## config.mk

```make
export PLATFORM = sky130hd
export DESIGN_NAME = button_conditioner
export DESIGN_NICKNAME = d
export VERILOG_FILES = /design/src/rtl/button_pkg.sv /design/src/rtl/button_channel.sv /design/src/rtl/button_conditioner.sv
export SDC_FILE = /design/constraint.sdc
export NUM_CORES = 1
export LEC_CHECK = 0
export CAP_MARGIN = 10
export CELL_PAD_IN_SITES_DETAIL_PLACEMENT = 1
export CELL_PAD_IN_SITES_GLOBAL_PLACEMENT = 2
export CORE_MARGIN = 2
export CORE_UTILIZATION = 40
export CTS_CLUSTER_SIZE = 20
export DETAILED_ROUTE_END_ITERATION = 8
export PLACE_DENSITY = 0.87
export SYNTH_ARGS = -nofsm -noshare
export SYNTH_HDL_FRONTEND = slang
export SYNTH_HIERARCHICAL = 1
export SYNTH_SLANG_ARGS = --single-unit
```

## constraint.sdc

```tcl
create_clock -name clock -period 3.45 [get_ports clock]
set_input_delay 0.69 -clock clock [delete_from_list [all_inputs] [get_ports clock]]
set_output_delay 0.69 -clock clock [all_outputs]
set_load 0.005 [all_outputs]
```

## src/rtl/button_pkg.sv

```systemverilog
// rtl/button_pkg.sv - shared constants and helpers for the button conditioner
// Purpose: board-clock default cycle counts and the counter-width helper used
//          by button_channel and button_conditioner.
// Ports:   none (package).
package button_pkg;

  localparam int DEFAULT_CHANNELS      = 5;
  localparam int DEFAULT_STABLE_CYCLES = 20;
  localparam int DEFAULT_SYNC_STAGES   = 2;
  localparam int DEFAULT_REPEAT_DELAY  = 12_500_000;
  localparam int DEFAULT_REPEAT_PERIOD = 2_500_000;
  localparam int REPEAT_CNT_W          = 32;

  // Width of a counter that must reach n-1; never narrower than one bit.
  function automatic int cnt_width(input int n);
    return (n <= 2) ? 1 : $clog2(n);
  endfunction

endpackage

```

## src/rtl/button_channel.sv

```systemverilog
// rtl/button_channel.sv - one button: synchroniser, debouncer, optional auto-repeat
// Purpose: condition a single raw asynchronous button into a clean level plus
//          one-cycle press/release strobes, and optionally periodic repeat strobes.
// Macro:   BUTTON_REPEAT_EN builds the repeat counter; otherwise repeat_strobe is 0.
// Ports:   clock          in   system clock, rising edge
//          resetn         in   asynchronous active-low reset
//          btn            in   raw asynchronous button level
//          level          out  debounced level
//          press          out  one-cycle strobe on debounced 0->1
//          release_strobe out  one-cycle strobe on debounced 1->0
//          repeat_strobe  out  one-cycle auto-repeat strobe while held
//          (release/repeat are SystemVerilog keywords, hence the _strobe names)
module button_channel
  import button_pkg::*;
#(
  parameter int STABLE_CYCLES = DEFAULT_STABLE_CYCLES,
  parameter int SYNC_STAGES   = DEFAULT_SYNC_STAGES,
  parameter int REPEAT_DELAY  = DEFAULT_REPEAT_DELAY,
  parameter int REPEAT_PERIOD = DEFAULT_REPEAT_PERIOD
) (
  input  logic clock,
  input  logic resetn,
  input  logic btn,
  output logic level,
  output logic press,
  output logic release_strobe,
  output logic repeat_strobe
);

  localparam int CW = cnt_width(STABLE_CYCLES);
  localparam logic [CW-1:0] CNT_MAX = CW'(STABLE_CYCLES - 1);

  logic [SYNC_STAGES-1:0] sync;
  logic                   s;
  logic                   cand;
  logic [CW-1:0]          cnt;
  logic                   accept;
  logic                   press_nxt;
  logic                   release_nxt;

  assign s = sync[SYNC_STAGES-1];

  // A level change is accepted only after the candidate has been stable for
  // the whole window and differs from the current level.
  always_comb begin
    accept      = 1'b0;
    press_nxt   = 1'b0;
    release_nxt = 1'b0;
    if ((s == cand) && (cnt == CNT_MAX) && (level != cand)) begin
      accept      = 1'b1;
      press_nxt   = cand;
      release_nxt = ~cand;
    end
  end

  always_ff @(posedge clock or negedge resetn) begin
    if (!resetn) begin
      sync           <= '0;
      cand           <= 1'b0;
      cnt            <= '0;
      level          <= 1'b0;
      press          <= 1'b0;
      release_strobe <= 1'b0;
    end else begin
      sync           <= {sync[SYNC_STAGES-2:0], btn};
      press          <= press_nxt;
      release_strobe <= release_nxt;
      if (s != cand) begin
        cand <= s;
        cnt  <= '0;
      end else if (cnt == CNT_MAX) begin
        // cnt saturates here until the next toggle of s
        if (accept) level <= cand;
      end else begin
        cnt <= cnt + 1'b1;
      end
    end
  end

`ifdef BUTTON_REPEAT_EN
  logic [REPEAT_CNT_W-1:0] rcnt;

  // Press reloads the initial delay; release or an idle level parks the
  // counter at 0 so no repeat can coincide with press or release.
  always_ff @(posedge clock or negedge resetn) begin
    if (!resetn) begin
      rcnt          <= '0;
      repeat_strobe <= 1'b0;
    end else begin
      repeat_strobe <= 1'b0;
      if (press_nxt) begin
        rcnt <= REPEAT_CNT_W'(REPEAT_DELAY - 1);
      end else if (release_nxt || !level) begin
        rcnt <= '0;
      end else if (rcnt == '0) begin
        repeat_strobe <= 1'b1;
        rcnt          <= REPEAT_CNT_W'(REPEAT_PERIOD - 1);
      end else begin
        rcnt <= rcnt - 1'b1;
      end
    end
  end
`else
  logic unused_repeat_cfg;
  assign unused_repeat_cfg = (REPEAT_DELAY > 0) ^ (REPEAT_PERIOD > 0);
  assign repeat_strobe     = 1'b0;
`endif

endmodule

```

## src/rtl/button_conditioner.sv

```systemverilog
// rtl/button_conditioner.sv - multi-channel push-button conditioner top
// Purpose: one independent button_channel per raw button; outputs are the
//          per-channel results concatenated, bit i = channel i.
// Macro:   BUTTON_REPEAT_EN enables the auto-repeat strobes.
// Ports:   clock          in   system clock, rising edge
//          resetn         in   asynchronous active-low reset
//          btn_in         in   [CHANNELS] raw asynchronous button levels
//          level          out  [CHANNELS] debounced levels
//          press          out  [CHANNELS] one-cycle strobes on 0->1
//          release_strobe out  [CHANNELS] one-cycle strobes on 1->0
//          repeat_strobe  out  [CHANNELS] one-cycle auto-repeat strobes
module button_conditioner
  import button_pkg::*;
#(
  parameter int CHANNELS      = DEFAULT_CHANNELS,
  parameter int STABLE_CYCLES = DEFAULT_STABLE_CYCLES,
  parameter int SYNC_STAGES   = DEFAULT_SYNC_STAGES,
  parameter int REPEAT_DELAY  = DEFAULT_REPEAT_DELAY,
  parameter int REPEAT_PERIOD = DEFAULT_REPEAT_PERIOD
) (
  input  logic                clock,
  input  logic                resetn,
  input  logic [CHANNELS-1:0] btn_in,
  output logic [CHANNELS-1:0] level,
  output logic [CHANNELS-1:0] press,
  output logic [CHANNELS-1:0] release_strobe,
  output logic [CHANNELS-1:0] repeat_strobe
);

  for (genvar i = 0; i < CHANNELS; i++) begin : g_ch
    button_channel #(
      .STABLE_CYCLES(STABLE_CYCLES),
      .SYNC_STAGES  (SYNC_STAGES),
      .REPEAT_DELAY (REPEAT_DELAY),
      .REPEAT_PERIOD(REPEAT_PERIOD)
    ) u_ch (
      .clock         (clock),
      .resetn        (resetn),
      .btn           (btn_in[i]),
      .level         (level[i]),
      .press         (press[i]),
      .release_strobe(release_strobe[i]),
      .repeat_strobe (repeat_strobe[i])
    );
  end

endmodule

```

==> reports/summary.txt <==
Synth area leader: dfrtp_1
vias: 1,306
TNS Setup: 0 ns
number of buffers created by CTS: 5
syn nets: 192
CP delay by family, top: buffers and inverters
first-pass GRT wire length: 6.720 mm
Gate Count Post-Synth: 180
maximum vdd drop: 0.0002036 V
Die H: 79.87 um
Slew headroom: 0.4103
Final Hold Viols: 0
synthesized area per cell: 12.79 um2
antenna-violating nets left: 0
FMAX: 517.3 MHz
RSZ-0062 raised after global routing: false
worst path required time: 2.76 ns
DRT Pass-1 Iters: 4
Inserted Diodes: 0
Startpoint Class: flip-flop
vias in the first global route: 1,422
Pleak: 0.001173 uW
worst hold slack: 0.3556 ns
Final Wtd Congestion: 0.7218
Critical R2R Capture: g_ch[1].u_ch/cnt[1]
grt met2 use: 0.2303
Area Growth Syn to Fin: 11.79%
final instance area: 2574 um2
Cell Area, Placed: 2492 um2
CP Class: flip-flop to primary output
fraction of layout cells with a size suffix above 1: 0.06667
status: finished clean
Post-Syn Area: 2302 um2
register area share after synthesis: 0.5978
# hold bufs at CTS: 0
WL/cell: 14.23 um
Max-cap violations: 0
number of setup buffers added after CTS: 0
Multi-input gate area: 813.3 um2
initial antenna violation count: 0
warnings from Yosys: 6
top post-synthesis cells by area: dfrtp_1, xor2_1, nor4b_4
Yosys cell types: 18
Worst EP arrival: 1.24 ns
Post-Place Cells: 259
Remaining DRCs: 0
# clock sinks: 55
Final Non-Filler Cells: 267
routing usage on met1: 0.1705
Hold Crit Start: g_ch[3].u_ch/sync[0]
Synth top area share: 0.5978
met3 Use GR: 0.03733
Final min period: 1.933 ns
drt via density: 4.891
IO Port Bufs: 21
Hold Path Depth: 0
CP endpoint kind: primary output
total congestion overflow: 0
Worst Skew: 0.007755 ns
Worst Tran Pin Value: 0.8845 ns
CTS root buf: clkbuf_8
post-synthesis register bit count: 55
final WL: 3.800 mm
HP Class: flip-flop to flip-flop
largest net degree at the start of global routing: 41
htree depth: 2
die width: 79.87 um
part of the cycle the worst path needs: 0.5603
clock latency on the worst-skew pair: 0.30 ns
Initial Utilization: 0.4155
number of core rows: 27
Starting DRT DRC Count: 61
gr busiest metal: met2
Post-CTS Resized: 0
# IOs: 27
Setup-failing EPs final: 0
Storage cell area: 1376 um2
Final nets: 206
Max FO, Critical Path: 5
crit path max-delay cell type: clkdlybuf4s50_1
clock-pin slew on the worst setup and hold paths: 0.09 ns
slack of the worst reg-to-reg path: 1.91 ns
most frequent cells in the layout: dfrtp_1, nor2_1, clkdlybuf4s50_1
DPL Wire Length: 2.789 mm
slowest cell delay on critical path: 0.53 ns
P per Cell Area: 454.6 nW/um2
CTS tree: yes
final-layout fill cell count: 593
most common cell after layout, fill and taps aside: dfrtp_1
R2R depth: 4
clock buffer depth: 2
r2r startpoint: g_ch[1].u_ch/cnt[0]
cells along the critical path: clkdlybuf4s50_1
GR Util All Layers: 0.1376
Hold EP: g_ch[3].u_ch/sync[1]
CP Buf/Inv Count: 1
Max Slew Vio Count: 0
Core Area: 5540 um2
Die Area: 6378 um2
==> registers in the layout, indices dropped and copies added (netlist names) <==
| register | count |
|---|---|
| g_ch.u_ch/release_strobe | 5 |
| g_ch.u_ch/cnt | 25 |
| g_ch.u_ch/level | 5 |
| g_ch.u_ch/cand | 5 |
| g_ch.u_ch/press | 5 |
| g_ch.u_ch/sync | 10 |
==> cells in the mapped netlist <==
cell type  count
buf_6          5
xor2_1        15
o21ai_0        5
nand3_1       10
mux2i_1        5
nand2_1       10
nor3b_1        5
buf_4          5
nor3_1         5
clkbuf_1       5
nor4b_4        5
ha_1           5
xnor2_1       10
dfrtp_1       55
conb_1         5
o211ai_1       5
nand4bb_1      5
nor2_1        20
==> how the worst max path moves through the flow <==
| stage | start | slack, ns | end | cells after the start |
|---|---|---|---|---|
| final | g_ch[2].u_ch/level | 1.52 | level[2] | 1 |
| after global routing | g_ch[2].u_ch/level | 1.45 | level[2] | 1 |
| after CTS | g_ch[2].u_ch/level | 1.50 | level[2] | 1 |
| after detailed placement | resetn | 1.79 | g_ch[1].u_ch/release_strobe | 2 |
| after global placement | g_ch[2].u_ch/level | 1.87 | level[2] | 1 |
| after floorplan | g_ch[0].u_ch/cnt[0] | 2.25 | g_ch[0].u_ch/cnt[1] | 5 |
==> cell type report <==
cell class,instances,share of cell area
Clock buffer,7,0.02965
Clock inverter,1,0.001945
Sequential cell,55,0.5348
Timing Repair Buffer,22,0.08264
Multi-Input combinational cell,110,0.3160
Tap cell,72,0.03500
==> power by group <==
part	switching (uW)	total, uW	internal, uW
logic	58.9	108	49.5
clock network	196	339	143
registers	41.3	723	681
==> cells by family after synthesis <==
group,after synthesis,share of synthesized area
other,5,0.008153
AO/OA/AOI/OAI,10,0.02717
flip-flops,55,0.5978
AND/OR/NAND/NOR,60,0.1739
buffers and inverters,15,0.04891
adder cells (fa/ha/maj),5,0.02717
XOR/XNOR,25,0.09511
multiplexers,5,0.02174
==> through the flow <==
stage | setup WS, ns | power (uW) | util
6_report | 1.517 | 1170 | 0.4645
5_1_grt | 1.451 | 1230 | 0.4645
4_1_cts | 1.500 | 1186 | 0.4645
3_5_place_dp | 1.791 | 845.4 | 0.4499
3_3_place_gp | 1.875 | 825.4 | 0.4499
2_1_floorplan | 2.245 | 801.9 | -
==> per-layer routing <==
metal	share of wire	routed length [um]
met5	0	0
met4	0.017	64
met3	0.037	141
met2	0.52	1969
met1	0.43	1624
No activity file was read; power rests on OpenSTA's default activity.
